`src/rtl/level_mask_seq_if.sv`:
```
// Handshake/bus bundle between a level_mask_seq and its driver/consumer.
// The master side drives the word and accepts masks; the slave side is the sequencer.
interface level_mask_seq_if #(
    parameter int unsigned WORD_SIZE  = 48,
    parameter int unsigned LEVEL_BITS = 4
);
    logic                            start;
    logic [LEVEL_BITS-1:0]           num_levels;
    logic [LEVEL_BITS*WORD_SIZE-1:0] data_in;
    logic                            skip_empty;
    logic                            mask_ready;
    logic                            mask_valid;
    logic [WORD_SIZE-1:0]            mask;
    logic [LEVEL_BITS-1:0]           level;
    logic                            last;
    logic                            busy;
    logic                            done;
    logic                            pattern_advance;
    logic                            range_err;

    modport master (
        output start, num_levels, data_in, skip_empty, mask_ready,
        input  mask_valid, mask, level, last, busy, done, pattern_advance, range_err
    );

    modport slave (
        input  start, num_levels, data_in, skip_empty, mask_ready,
        output mask_valid, mask, level, last, busy, done, pattern_advance, range_err
    );
endinterface

```
`src/rtl/level_mask_seq.sv`:
```
// Latches one bit-plane word of per-bit target levels and emits, level by level,
// the mask of bits targeting that level; pulses pattern_advance when the word is done.
module level_mask_seq #(
    parameter int unsigned WORD_SIZE  = 48,
    parameter int unsigned LEVEL_BITS = 4
) (
    input  logic              clk,
    input  logic              rst,
    level_mask_seq_if.slave   bus
);
    localparam int unsigned DATA_W = WORD_SIZE * LEVEL_BITS;

    typedef enum logic [1:0] {IDLE, EMIT, DONE} state_t;

    state_t                state_q, state_d;
    logic [LEVEL_BITS-1:0] level_q, level_d;
    logic [LEVEL_BITS-1:0] top_q, top_d;
    logic [DATA_W-1:0]     data_q, data_d;
    logic                  range_err_q, range_err_d;

    logic [WORD_SIZE-1:0]  match;
    logic [LEVEL_BITS-1:0] new_top;
    logic                  new_range_err;
    logic                  in_emit;
    logic                  empty;
    logic                  valid;

    // Gather bit i's target from the bit-planes (plane j supplies target bit j).
    function automatic logic [LEVEL_BITS-1:0] target_of(input logic [DATA_W-1:0] d,
                                                        input int unsigned i);
        logic [LEVEL_BITS-1:0] t;
        t = '0;
        for (int unsigned j = 0; j < LEVEL_BITS; j++) begin
            t[j] = d[j*WORD_SIZE + i];
        end
        return t;
    endfunction

    // Highest level index L-1 for a level-count code.
    function automatic logic [LEVEL_BITS-1:0] decode_top(input logic [LEVEL_BITS-1:0] nl);
        logic [LEVEL_BITS-1:0] top;
        case (nl)
            LEVEL_BITS'(0): top = LEVEL_BITS'(15);
            LEVEL_BITS'(8): top = LEVEL_BITS'(7);
            LEVEL_BITS'(4): top = LEVEL_BITS'(3);
            LEVEL_BITS'(2): top = LEVEL_BITS'(1);
            default:        top = LEVEL_BITS'(0);
        endcase
        return top;
    endfunction

    always_comb begin
        match = '0;
        for (int unsigned i = 0; i < WORD_SIZE; i++) begin
            match[i] = (target_of(data_q, i) == level_q);
        end
    end

    // Out-of-range detection on the incoming word, used only when it is accepted.
    always_comb begin
        new_top       = decode_top(bus.num_levels);
        new_range_err = 1'b0;
        for (int unsigned i = 0; i < WORD_SIZE; i++) begin
            if (target_of(bus.data_in, i) > new_top) new_range_err = 1'b1;
        end
    end

    assign in_emit = (state_q == EMIT);
    assign empty   = (match == '0);
    assign valid   = in_emit && !(bus.skip_empty && empty);

    always_ff @(posedge clk or posedge rst) begin
        if (rst) begin
            state_q     <= IDLE;
            level_q     <= '0;
            top_q       <= '0;
            data_q      <= '0;
            range_err_q <= 1'b0;
        end else begin
            state_q     <= state_d;
            level_q     <= level_d;
            top_q       <= top_d;
            data_q      <= data_d;
            range_err_q <= range_err_d;
        end
    end

    always_comb begin
        state_d     = state_q;
        level_d     = level_q;
        top_d       = top_q;
        data_d      = data_q;
        range_err_d = range_err_q;
        case (state_q)
            IDLE: begin
                if (bus.start) begin
                    data_d      = bus.data_in;
                    top_d       = new_top;
                    range_err_d = new_range_err;
                    level_d     = '0;
                    state_d     = EMIT;
                end
            end
            EMIT: begin
                // A skipped empty level advances without waiting for the consumer.
                if ((bus.skip_empty && empty) || (valid && bus.mask_ready)) begin
                    if (level_q == top_q) state_d = DONE;
                    else                  level_d = level_q + LEVEL_BITS'(1);
                end
            end
            DONE: begin
                level_d = '0;
                state_d = IDLE;
            end
            default: state_d = IDLE;
        endcase
    end

    // Mask and last are gated to EMIT so that everything reads zero while idle.
    assign bus.mask_valid      = valid;
    assign bus.mask            = in_emit ? match : '0;
    assign bus.level           = level_q;
    assign bus.last            = in_emit && (level_q == top_q);
    assign bus.busy            = (state_q != IDLE);
    assign bus.done            = (state_q == DONE);
    assign bus.pattern_advance = (state_q == DONE);
    assign bus.range_err       = range_err_q;
endmodule

```
`src/flat_wrapper.sv`:
```
// flat-port wrapper written by rule: the top's interface ports become plain ports
module level_mask_seq_flat 
#(
    parameter int unsigned WORD_SIZE  = 48,
    parameter int unsigned LEVEL_BITS = 4
)
  (clk, rst, bus_start, bus_num_levels, bus_data_in, bus_skip_empty, bus_mask_ready, bus_mask_valid, bus_mask, bus_level, bus_last, bus_busy, bus_done, bus_pattern_advance, bus_range_err);
  level_mask_seq_if #(.WORD_SIZE(WORD_SIZE), .LEVEL_BITS(LEVEL_BITS)) bus_i ();
  input  logic clk;
  input  logic rst;
  input wire logic [$bits(bus_i.start)-1:0] bus_start;
  input wire logic [$bits(bus_i.num_levels)-1:0] bus_num_levels;
  input wire logic [$bits(bus_i.data_in)-1:0] bus_data_in;
  input wire logic [$bits(bus_i.skip_empty)-1:0] bus_skip_empty;
  input wire logic [$bits(bus_i.mask_ready)-1:0] bus_mask_ready;
  output wire logic [$bits(bus_i.mask_valid)-1:0] bus_mask_valid;
  output wire logic [$bits(bus_i.mask)-1:0] bus_mask;
  output wire logic [$bits(bus_i.level)-1:0] bus_level;
  output wire logic [$bits(bus_i.last)-1:0] bus_last;
  output wire logic [$bits(bus_i.busy)-1:0] bus_busy;
  output wire logic [$bits(bus_i.done)-1:0] bus_done;
  output wire logic [$bits(bus_i.pattern_advance)-1:0] bus_pattern_advance;
  output wire logic [$bits(bus_i.range_err)-1:0] bus_range_err;
  assign bus_i.start = bus_start;
  assign bus_i.num_levels = bus_num_levels;
  assign bus_i.data_in = bus_data_in;
  assign bus_i.skip_empty = bus_skip_empty;
  assign bus_i.mask_ready = bus_mask_ready;
  assign bus_mask_valid = bus_i.mask_valid;
  assign bus_mask = bus_i.mask;
  assign bus_level = bus_i.level;
  assign bus_last = bus_i.last;
  assign bus_busy = bus_i.busy;
  assign bus_done = bus_i.done;
  assign bus_pattern_advance = bus_i.pattern_advance;
  assign bus_range_err = bus_i.range_err;
  level_mask_seq #(.WORD_SIZE(WORD_SIZE), .LEVEL_BITS(LEVEL_BITS)) u_core (.clk(clk), .rst(rst), .bus(bus_i));
endmodule
```
`config.mk`:
```
export PLATFORM = sky130hd
export DESIGN_NAME = level_mask_seq_flat
export DESIGN_NICKNAME = d
export VERILOG_FILES = /design/src/rtl/level_mask_seq_if.sv /design/src/rtl/level_mask_seq.sv /design/src/flat_wrapper.sv
export SDC_FILE = /design/constraint.sdc
export NUM_CORES = 1
export LEC_CHECK = 0
export ABC_AREA = 1
export BUFFER_PORTS_ARGS = -buffer_cell sky130_fd_sc_hd__buf_4
export CORE_MARGIN = 8
export CORE_UTILIZATION = 45
export DETAILED_ROUTE_END_ITERATION = 6
export HOLD_SLACK_MARGIN = 0.12
export PLACE_DENSITY_LB_ADDON = 0.08
export SETUP_SLACK_MARGIN = 0.3
export SYNTH_ARGS = -nofsm -noshare
export SYNTH_HDL_FRONTEND = slang
export SYNTH_SLANG_ARGS = --single-unit
```
`constraint.sdc`:
```
create_clock -name clk -period 13.9 [get_ports clk]
set_input_delay 2.78 -clock clk [delete_from_list [all_inputs] [get_ports clk]]
set_output_delay 2.78 -clock clk [all_outputs]
set_load 0.01 [all_outputs]
```
### Word-level counts from Yosys, hierarchy flattened

Cells that the tools add are included.
W data, S select, Z words.

| operators by class | value |
|---|---|
| $lt $le $gt $ge | 48 |
| add/subtract/negate cells | 1 |
| multiplexer cells | 58 |
| equality and inequality tests | 58 |
| reductions and logical operators | 14 |

Operator list:

| kind | number |
|---|---|
| $eq A4 B4 Y1 | 49 |
| $gt A4 B4 Y1 | 48 |
| $logic_not A48 Y1 | 1 |
| $mux W1 | 48 |
| $mux W48 | 1 |
| $pmux W4 S4 | 1 |
| $mux W4 | 3 |
| $pmux W4 S3 | 1 |
| $ne A2 B2 Y1 const B | 4 |
| $mux W2 | 3 |
| $add A4 B1 Y4 const B | 1 |
| $eq A4 B2 Y1 const B | 1 |
| $eq A4 B3 Y1 const B | 1 |
| $eq A4 B4 Y1 const B | 1 |
| $logic_and A1 B1 Y1 | 4 |
| $logic_not A4 Y1 | 1 |
| $pmux W2 S2 | 1 |
| $reduce_and A4 Y1 | 1 |
| $reduce_and A3 Y1 | 1 |
| $reduce_bool A3 Y1 | 1 |
| $eq A2 B1 Y1 const B | 1 |
| $eq A2 B2 Y1 const B | 1 |
| $logic_not A2 Y1 | 1 |
| $reduce_and A2 Y1 | 1 |
| other kinds (3) | 3 |

| storage, ports and cells | value |
|---|---|
| word-level logic and storage cells | 184 |
| output and inout port bits | 58 |
| input bits | 201 |
| flip-flop bits (word level) | 203 |

### Depth between registers and ports, before layout

Gate-level depths: netlist of run 1.

| depth | value |
|---|---|
| depth in word-level cells | 51 |
| gate-level depth with buffers | 16 |
| depth with buffers taken out | 15 |

### Worst setup path after synthesis of run 1

OpenSTA, ideal clock, no wires.

| timing | value |
|---|---|
| kind | input -> register |
| from | input port bus_num_levels[3] |
| to | register u_core.range_err_q, in the netlist u_core.bus.range_err |
| stages | 13 |
| library setup time | 0.117 ns |
| arrival time | 10.472 ns |
| required time | 13.783 ns |
| path slack | 3.310 ns |
| path buffers | 0 |
| path through | inv_1 -> o21ai_0 -> o31ai_1 -> ha_1 -> nand2_1 -> o21ai_0 -> nand2_1 -> nor2_1 -> nand4_1 -> nor2_1 -> nand2_1 -> nor2_1 -> nor2_1 |

| between the ends | value |
|---|---|
| cells in the longest elaborated chain, start to end | 51 |
| elaborated cells between the ends (all ways) | 101 |
| classes of those cells | order compare: 48; eq/ne: 3; mux: 49; reduce/logical: 1 |

Ends and longest elaborated chain:

| what | RTL line | text |
|---|---|---|
| from (decl) | flat_wrapper.sv:12 | `input wire logic [$bits(bus_i.num_levels)-1:0] bus_num_levels;` |
| $eq A4 B2 Y1, or another cell as far along | level_mask_seq.sv:42 | `case (nl)` |
| $pmux W4 S4 * | level_mask_seq.sv:42 |  |
| via u_core.new_top[0] | level_mask_seq.sv:22 | `logic [LEVEL_BITS-1:0] new_top;` |
| $gt A4 B4 Y1 | level_mask_seq.sv:64 | `if (target_of(bus.data_in, i) > new_top) new_range_err = 1'b1;` |
| $mux W1 (47 in a row) | level_mask_seq.sv:64 |  |
| $mux W1 * | level_mask_seq.sv:64 |  |
| to (signal assigned) | level_mask_seq.sv:84 | `range_err_q <= range_err_d;` |
| to (decl) | level_mask_seq.sv:19 | `logic range_err_q, range_err_d;` |

Mark *: on every way through the listed nets, which the timed path passes. The rest lies on a longest branch.
A chain may end at the register's enable or synchronous reset.

### Worst setup path after layout of run 1

| timing | value |
|---|---|
| from | register u_core.level_q[3], in the netlist u_core.bus.level[3] |
| to | output port bus_mask_valid |

| between the ends | value |
|---|---|
| cells in the longest elaborated chain, start to end | 5 |
| elaborated cells between the ends (all ways) | 52 |
| classes of those cells | eq/ne: 48; reduce/logical: 4 |

Ends and longest elaborated chain:

| what | RTL line | text |
|---|---|---|
| from (decl) | level_mask_seq.sv:16 | `logic [LEVEL_BITS-1:0] level_q, level_d;` |
| from (signal assigned) | level_mask_seq.sv:81 | `level_q <= level_d;` |
| $eq A4 B4 Y1 | level_mask_seq.sv:55 | `match[i] = (target_of(data_q, i) == level_q);` |
| $logic_not A48 Y1 * | level_mask_seq.sv:69 | `assign empty = (match == '0);` |
| $logic_and A1 B1 Y1 * | level_mask_seq.sv:70 | `assign valid = in_emit && !(bus.skip_empty && empty);` |
| $logic_not A1 Y1 * | level_mask_seq.sv:70 |  |
| $logic_and A1 B1 Y1 * | level_mask_seq.sv:70 |  |
| to (decl) | flat_wrapper.sv:16 | `output wire logic [$bits(bus_i.mask_valid)-1:0] bus_mask_valid;` |

Every way passes the cells marked *; elsewhere a longest branch is shown, timed or not.

==> reports/metrics.cfg, run 1 <==
[cells_and_area]
nFillCells=3350
stdcell_area_mm2=0.0180
fin_cells=2727
drive_gt1_frac=0.145
antenna_cells=0
final_nets=2655
syn2layout_area_growth_pct=20.0

[clocking]
cts_tree=built
htree_levels=1
clockBufferDepth=3
cts_sinks=203
cts_setup_buffers=0
clock_latency_ns=0.53
clk_pin_slew_worst_paths_ns=0.06
cts_buffers=25
ctsHoldBuffers=0
post_cts_resized=0
root_buffer=clkbuf_16

[worst_setup_path]
path_max_fanout=41
arrival_ns=3.60
start_kind=flip-flop
crit_type=reg2out
worstPathRequired_ns=11.12
endpoint_kind=output port
max_stage_delay_ns=0.71
path_cells=buf_4 > clkinv_1 > nand2_1 > nand2_1 > nor2_1 > nand2_1 > nand2_1 > nor2_1 > nand3_1 > nor2_2 > nand3_2 > nand2_1 > inv_1 > buf_4
cp_top_family=buffers and inverters
slowest_stage=buf_4
cp_common_cell=nand2_1
path_buf_inv=4
r2r_slack_ns=10.64

[synthesis]
synthCells=2038
async_flop_share=1.00
synth_top_cell_area_share=0.338
synth-seq-cells=203
synthesis.nets=2432
ys_types=30
synth_warnings=0
yosysMostFrequentCell=nand2_1
ys.flop_type=dfrtp_1
synth_area_leaders=dfrtp_1 (34%), nand2_1 (19%), ha_1 (16%)
yosysTopAreaCell=dfrtp_1
netlist_top_cells_count=nand2_1 (760), dfrtp_1 (203), ha_1 (193), o21ai_0 (191), nor2_1 (170)
synth-edff-count=0
yosysSeqAreaShare=0.338
syn_area_per_cell_um2=7.37
syn_area_mm2=0.0150

[timing]
fin_crit_sh=0.459
max_freq_ghz=0.157
maxSlewHeadroom=0.197
finalHoldViolations=0
worstMarginPinSlew_ns=1.19
finalWorstSetupSlack_ns=7.52
maxSlewViolCount=0
period_needed_ns=6.38
finalSetupViolCount=0
skew_ns=0.00968
grt_setup_unrepaired=no
finalSetupTns_ns=0

[global_route]
overflow=0
grt_max_degree=113
first_global_vias=13600
grt_usage=0.246
antenna_found_initial=3
grt_pass1_wl_mm=75.9

[detailed_routing]
dr.pass1.iters=5
via_per_inst=5.05
drt_iter0_drc=730
avgRoutedWirePerCell_um=18.1
drt-total-wl_mm=49.3
num_vias=13800
drc_errors=0
ant_nets=0

[power]
power.share.sequential=0.333
internal-power_w=0.00184
powerDensity_mw_per_mm2=181
power_w=0.00326
clkPwrFrac=0.201
p_leak_nw=9.93
ir_drop_v=0.0000982
swShare=0.435
switching_power_w=0.00142
pwr-share-comb=0.466

[place]
port_buffers=258
dp_cells=2682
dp_hpwl_mm=34.5
dp_slack_ns=7.47
placed_area_mm2=0.0172
gp_congestion=0.837

[floorplan]
io_pins=259
die_w_um=199
fp.dieH_um=199
start_util=0.452
core_region_area_mm2=0.0332
row_count=67
dieArea_mm2=0.0395

[worst_hold_path]
hold_path.class=reg2reg

[job]
cap_violations=0

[status]
status=finished clean

## per-stage QoR
step / utilization / hold WS (ns)
after CTS: 0.543 / 0.500
after global routing: 0.543 / 0.511
after global placement: 0.518 / 0.480
final: 0.543 / 0.495
after detailed placement: 0.518 / 0.484
after floorplan: - / 0.463
## routing by layer
metal,routed length [um],GRT usage,up-vias
met3,2720,0.0367,66
met5,45,0,-
met1,21900,0.325,6457
li1,-,-,6900
met2,23500,0.418,336
met4,1090,0.0604,6
## kinds of logic (layout without fill, tap and decap cells)
kind of cell / count (synthesis) / in the layout / share of synthesized area
adder cells (fa/ha/maj): 193 / 193 / 0.161
XOR/XNOR: 140 / 140 / 0.0817
AO/OA/AOI/OAI: 289 / 289 / 0.0971
buffers and inverters: 250 / 491 / 0.0761
flip-flops: 203 / 203 / 0.338
AND/OR/NAND/NOR: 963 / 963 / 0.246
## registers in the layout, summed over array words and instances, names as in the netlist
register and count:
u_core.bus.range_err 1, u_core.bus.level 4, u_core.data_q 192, u_core.top_q 4, u_core.state_q 2
## layout make-up
| cell class | instances | area (um^2) | share of cell area |
|---|---|---|---|
| clock buffers | 40 | 762 | 0.0423 |
| clock inverters | 5 | 50.0 | 0.00278 |
| inverters | 173 | 664 | 0.0369 |
| multi-input cells | 1585 | 8830 | 0.490 |
| flip-flops and latches | 203 | 5090 | 0.283 |
| well taps | 448 | 561 | 0.0311 |
| repair buffers | 273 | 2050 | 0.114 |
## power by group through the flow
stage	Combinational, W	Clock [W]	Sequential [W]
2_1_floorplan	0.00111	0	0.00102
3_3_place_gp	0.00150	0	0.00108
3_5_place_dp	0.00153	0	0.00109
4_1_cts	0.00154	0.000664	0.00108
5_1_grt	0.00174	0.000692	0.00112
6_report	0.00152	0.000654	0.00109
## worst paths after layout
path | cells after the start | startpoint | endpoint
min reg2reg | 2 | u_core.data_q[111]$_DFFE_PP0P_ | u_core.data_q[111]$_DFFE_PP0P_
min in group asynchronous | 2 | rst | u_core.data_q[166]$_DFFE_PP0P_
max reg2reg | 15 | u_core.bus.level[3]$_DFFE_PP0P_ | u_core.bus.level[3]$_DFFE_PP0P_
max in group asynchronous | 3 | rst | u_core.top_q[1]$_DFFE_PP0P_
min | 2 | u_core.data_q[111]$_DFFE_PP0P_ | u_core.data_q[111]$_DFFE_PP0P_
max | 14 | u_core.bus.level[3]$_DFFE_PP0P_ | bus_mask_valid
## worst register-to-register path, cell delays in order (launching register included)
cell,delay [ns]
dfrtp_4,0.56
buf_4,0.71
clkinv_1,0.67
nand2_1,0.17
nand2_1,0.06
nor2_1,0.11
nand2_1,0.09
nand2_1,0.08
nor2_1,0.07
nand3_1,0.14
nor2_2,0.08
nand3_2,0.10
nand3_4,0.12
nand2_4,0.10
nand2_1,0.05
nand2_1,0.08
## placed cells by master, fill, tap and decap left out, drive strengths merged, types with 4 or more instances in the layout
master	instances
nand2	761
xor2	125
dfrtp	203
ha	193
buf	273
o21ai	191
nand3	15
nor3	4
nor2	171
xnor2	15
clkbuf	40
nand4	11
inv	172
a21oi	94
clkinv	5
(Power assumes the default switching activity.)
==> inputs of run 2 (changes only) <==
- clock period: 13.9 -> 6 ns (I/O delays scaled with it)
==> run 2 against run 1 <==
Compared with the run above: first-iteration DRC count grew 17%; hold slack is essentially flat; critical path depth shrank 2; critical path type unchanged; largest cell class unchanged; largest power group unchanged.
==> reports/metrics.cfg, run 2 (synthesis results as in run 1) <==
[status]
status=finished clean

[worst_setup_path]
endpoint_kind=output port
path_max_fanout=42
worstPathRequired_ns=4.80
crit_type=reg2out
start_kind=flip-flop
arrival_ns=3.36

[detailed_routing]
wl_met2_mm=22.9
drt_iter0_drc=851
drt-total-wl_mm=49.8
via_per_inst=5.07
drc_errors=0
highest_layer=met5
dr.pass1.iters=5
met1_length_mm=22.3
met3_length_mm=3.25
num_vias=13900
avgRoutedWirePerCell_um=18.2
ant_nets=0

[global_route]
grt_usage=0.250
antenna_found_initial=2
overflow=0
grt_pass1_wl_mm=76.6
first_global_vias=13600
grt_max_degree=142

[clocking]
post_cts_resized=0
clk_pin_slew_worst_paths_ns=0.06
clockBufferDepth=3
cts_tree=built
cts_buffers=26
ctsHoldBuffers=0
htree_levels=1
root_buffer=clkbuf_16
cts_setup_buffers=0
clock_latency_ns=0.54
cts_sinks=203

[timing]
finalSetupViolCount=0
fin_crit_sh=0.759
finalHoldViolations=0
maxSlewViolCount=0
finalSetupTns_ns=0
period_needed_ns=4.56
timing.hold.ws_ns=0.495
finalWorstSetupSlack_ns=1.44
skew_ns=0.0213
max_freq_ghz=0.220
worstMarginPinSlew_ns=1.07
grt_setup_unrepaired=no
maxSlewHeadroom=0.284

[floorplan]
start_util=0.452
core_region_area_mm2=0.0332
dieArea_mm2=0.0395
io_pins=259
fp.dieH_um=199
row_count=67
die_w_um=199

[cells_and_area]
multi_input_area_mm2=0.00883
ff_latch_area_mm2=0.00509
fin_cells=2730
nFillCells=3356
antenna_cells=0
syn2layout_area_growth_pct=20.4
largest_register_ff_count=192
regMostFlops=u_core.data_q
final_common_cell=nand2_1
final_cell_mix=nand2_1 (758), buf_4 (275), dfrtp_1 (199)
stdcell_area_mm2=0.0181
final_nets=2659
drive_gt1_frac=0.145

[place]
gp_congestion=0.846
dp_slack_ns=1.49
dp_hpwl_mm=35.8
port_buffers=258
dp_cells=2685
placed_area_mm2=0.0172

[power]
p_leak_nw=9.95
powerDensity_mw_per_mm2=421
ir_drop_v=0.000230

[job]
cap_violations=0

[worst_hold_path]
hold_path.class=reg2reg

run 2: changes by cell type in the layout (fill, tap and decap cells not counted), moves of 2 or more:
cell        before  now
clkinvlp_4       0    2
buf_4          273  275
clkinv_2         4    2
clkbuf_8         8    5
run 2: routing by layer:
layer / global-route usage / vias up
met5: 0 / -
met4: 0.0714 / 4
met3: 0.0460 / 75
met2: 0.407 / 390
met1: 0.335 / 6466
li1: - / 6918
run 2: critical path, cell delays in order, from the launching register on:
cell and delay (ns):
dfrtp_4 0.95, buf_4 0.40, xor2_1 0.22, nor2_1 0.07, nand2_1 0.14, nand2_1 0.08, nor2_1 0.20, nand2_1 0.20
nor2_2 0.16, nand3_2 0.12, nand2_1 0.09, inv_1 0.04, buf_4 0.13
run 2: through the flow:
step	power, W	util
after global placement	0.00600	0.519
after CTS	0.00768	0.545
after global routing	0.00829	0.545
after floorplan	0.00494	-
final	0.00762	0.545
after detailed placement	0.00608	0.519
run 2: report_power, final:
part / internal, W / total, W / switching (W)
Combinational: 0.00136 / 0.00354 / 0.00219
Clock: 0.000942 / 0.00155 / 0.000610
Sequential: 0.00201 / 0.00252 / 0.000506
Total: 0.00431 / 0.00762 / 0.00330
run 2: final timing paths:
| check | startpoint | to | slack [ns] | cells past startpoint |
|---|---|---|---|---|
| max reg2reg | u_core.bus.level[2]$_DFFE_PP0P_ | u_core.bus.level[1]$_DFFE_PP0P_ | 3.00 | 13 |
| max in group asynchronous | rst | u_core.data_q[186]$_DFFE_PP0P_ | 3.78 | 3 |
| min in group asynchronous | rst | u_core.data_q[14]$_DFFE_PP0P_ | 0.89 | 2 |
| max | u_core.bus.level[2]$_DFFE_PP0P_ | bus_mask_valid | 1.44 | 12 |
| min | u_core.data_q[125]$_DFFE_PP0P_ | u_core.data_q[125]$_DFFE_PP0P_ | 0.50 | 2 |
| min reg2reg | u_core.data_q[125]$_DFFE_PP0P_ | u_core.data_q[125]$_DFFE_PP0P_ | 0.50 | 2 |
run 2: layout make-up:
| type | instances | share of cell area |
|---|---|---|
| Clock buffer | 39 | 0.0415 |
| Clock inverter | 6 | 0.00519 |
| Inverter | 173 | 0.0365 |
| Multi-Input combinational cell | 1585 | 0.489 |
| Sequential cell | 203 | 0.282 |
| Tap cell | 448 | 0.0310 |
| Timing Repair Buffer | 276 | 0.115 |
==> inputs of run 3 (changes only) <==
- clock period: 6 -> 4.2 ns (I/O delays scaled with it)
==> run 3 against run 2 <==
Compared with the run above: sequential cell count stayed put; combinational power increased by 48%; via count grew 0.45%; critical path depth is the same; critical endpoint unchanged; highest routed layer unchanged.
==> reports/metrics.cfg, run 3 (synthesis results as in run 1) <==
[status]
status=finished clean

[job]
cap_violations=0

[power]
p_leak_nw=10.1
ir_drop_v=0.000296
power_w=0.0109
powerDensity_mw_per_mm2=597

[detailed_routing]
num_vias=13900
ant_nets=0
drt_iter0_drc=868
drc_errors=0
drt-total-wl_mm=50.3
avgRoutedWirePerCell_um=18.3
dr.pass1.iters=5
via_per_inst=5.06

[clocking]
cts_buffers=26
clock_latency_ns=0.54
clockBufferDepth=3
cts_sinks=203
root_buffer=clkbuf_16
ctsHoldBuffers=0
htree_levels=1
cts_tree=built
clk_pin_slew_worst_paths_ns=0.06

[global_route]
met2_usage=0.421
grtUsageMet3=0.0436
overflow=0
grt_usage=0.252
busiest_layer=met2
grt_pass1_wl_mm=77.6
first_global_vias=14000
grt_util_met1=0.330
grt_max_degree=95
antenna_found_initial=3

[timing]
grt_setup_unrepaired=no
fin_crit_sh=0.891
skew_ns=0.0224
period_needed_ns=3.74
maxSlewHeadroom=0.374
worstMarginPinSlew_ns=0.939
finalSetupViolCount=0
max_freq_ghz=0.267
maxSlewViolCount=0
finalHoldViolations=0

[place]
dp_hpwl_mm=36.1
port_buffers=258
gp_congestion=0.842
placed_area_mm2=0.0174

[cells_and_area]
stdcell_area_mm2=0.0183
drive_gt1_frac=0.152
final_nets=2677
antenna_cells=0
final_cell_mix=nand2_1 (757), buf_4 (283), dfrtp_1 (199)
nFillCells=3300
syn2layout_area_growth_pct=21.9
final_common_cell=nand2_1
largest_register_ff_count=192
regMostFlops=u_core.data_q

[floorplan]
row_count=67
die_w_um=199
dieArea_mm2=0.0395
fp.dieH_um=199
io_pins=259
start_util=0.452
core_region_area_mm2=0.0332

[worst_setup_path]
path_max_fanout=20
r2r_end=u_core.bus.level[1]$_DFFE_PP0P_
worstReg2RegStart=u_core.bus.level[3]$_DFFE_PP0P_
start_kind=flip-flop
crit_type=reg2out
worstRegToRegCells=13
worstPathRequired_ns=3.36
r2r_slack_ns=1.64
arrival_ns=2.90
endpoint_kind=output port

[worst_hold_path]
hold_path.class=in2async

[run 3: cell count changes in the layout (fill, tap and decap cells not counted), sizes merged]
cell	before	now
clkinv	4	1
clkbuf	39	45
clkinvlp	2	3
bufinv	2	0
inv	171	170
buf	276	294
[run 3: routing by layer]
metal	wire, um	part of all wire	vias up
li1	-	-	6954
met1	22300	0.44	6508
met2	23500	0.47	361
met3	3020	0.060	86
met4	1490	0.030	6
met5	41	0.00081	-
[run 3: area by class of cell]
cell class	count	area, um^2	area share
clock inverter	1	7.51	0.000410
tap	448	561	0.0306
sequential	203	5090	0.278
inverter	173	677	0.0370
timing repair buffer	294	2330	0.127
multi-input combinational	1585	8840	0.483
clock buffer	45	803	0.0439
[run 3: metrics by stage]
step                      setup TNS, ns   util  hold slack [ns]  std cells  worst slack, ns
after floorplan                   -1.30      -            0.462       2038            -1.17
after global routing                  0  0.551            0.404       2749            0.323
final                                 0  0.551            0.372       2749            0.457
after global placement                0  0.524            0.477       2696            0.417
after detailed placement              0  0.524            0.484       2696            0.397
after CTS                             0  0.550            0.376       2744            0.344
[run 3: power by group]
| group | switching, W | internal (W) | leakage (nW) |
|---|---|---|---|
| sequential | 0.000641 | 0.00288 | 2.52 |
| combinational | 0.00322 | 0.00203 | 7.15 |
| clock | 0.000869 | 0.00128 | 0.390 |
| total | 0.00473 | 0.00619 | 10.1 |
[run 3: repair_timing]
item	in CTS	in global routing
buffers inserted	2	5
setup endpoints to repair	1	1
gates resized for setup	1	2
pin swaps	0	0
[run 3: worst max-delay path by stage]
stage                     slack [ns]                             from  cells past startpoint                                to
after detailed placement        0.40                bus_num_levels[0]                     14  u_core.bus.range_err$_DFFE_PP0P_
final                           0.46  u_core.bus.level[3]$_DFFE_PP0P_                     12                    bus_mask_valid
after global routing            0.32  u_core.bus.level[2]$_DFFE_PP0P_                     13                    bus_mask_valid
after CTS                       0.34  u_core.bus.level[3]$_DFFE_PP0P_                     12                    bus_mask_valid
after floorplan                -1.17                bus_num_levels[3]                     15  u_core.bus.range_err$_DFFE_PP0P_
after global placement          0.42                bus_num_levels[0]                     14  u_core.bus.range_err$_DFFE_PP0P_
[run 3: worst max-delay path, stage by stage (launching register included)]
cell and delay (ns):
dfrtp_4 0.65, buf_12 0.25, xor2_1 0.16, nor2_1 0.06, nand2_1 0.11, nand2_1 0.06, nor2_1 0.23, nand2_1 0.20
nor2_1 0.20, nand3_2 0.15, nand2_1 0.08, inv_1 0.04, buf_4 0.13
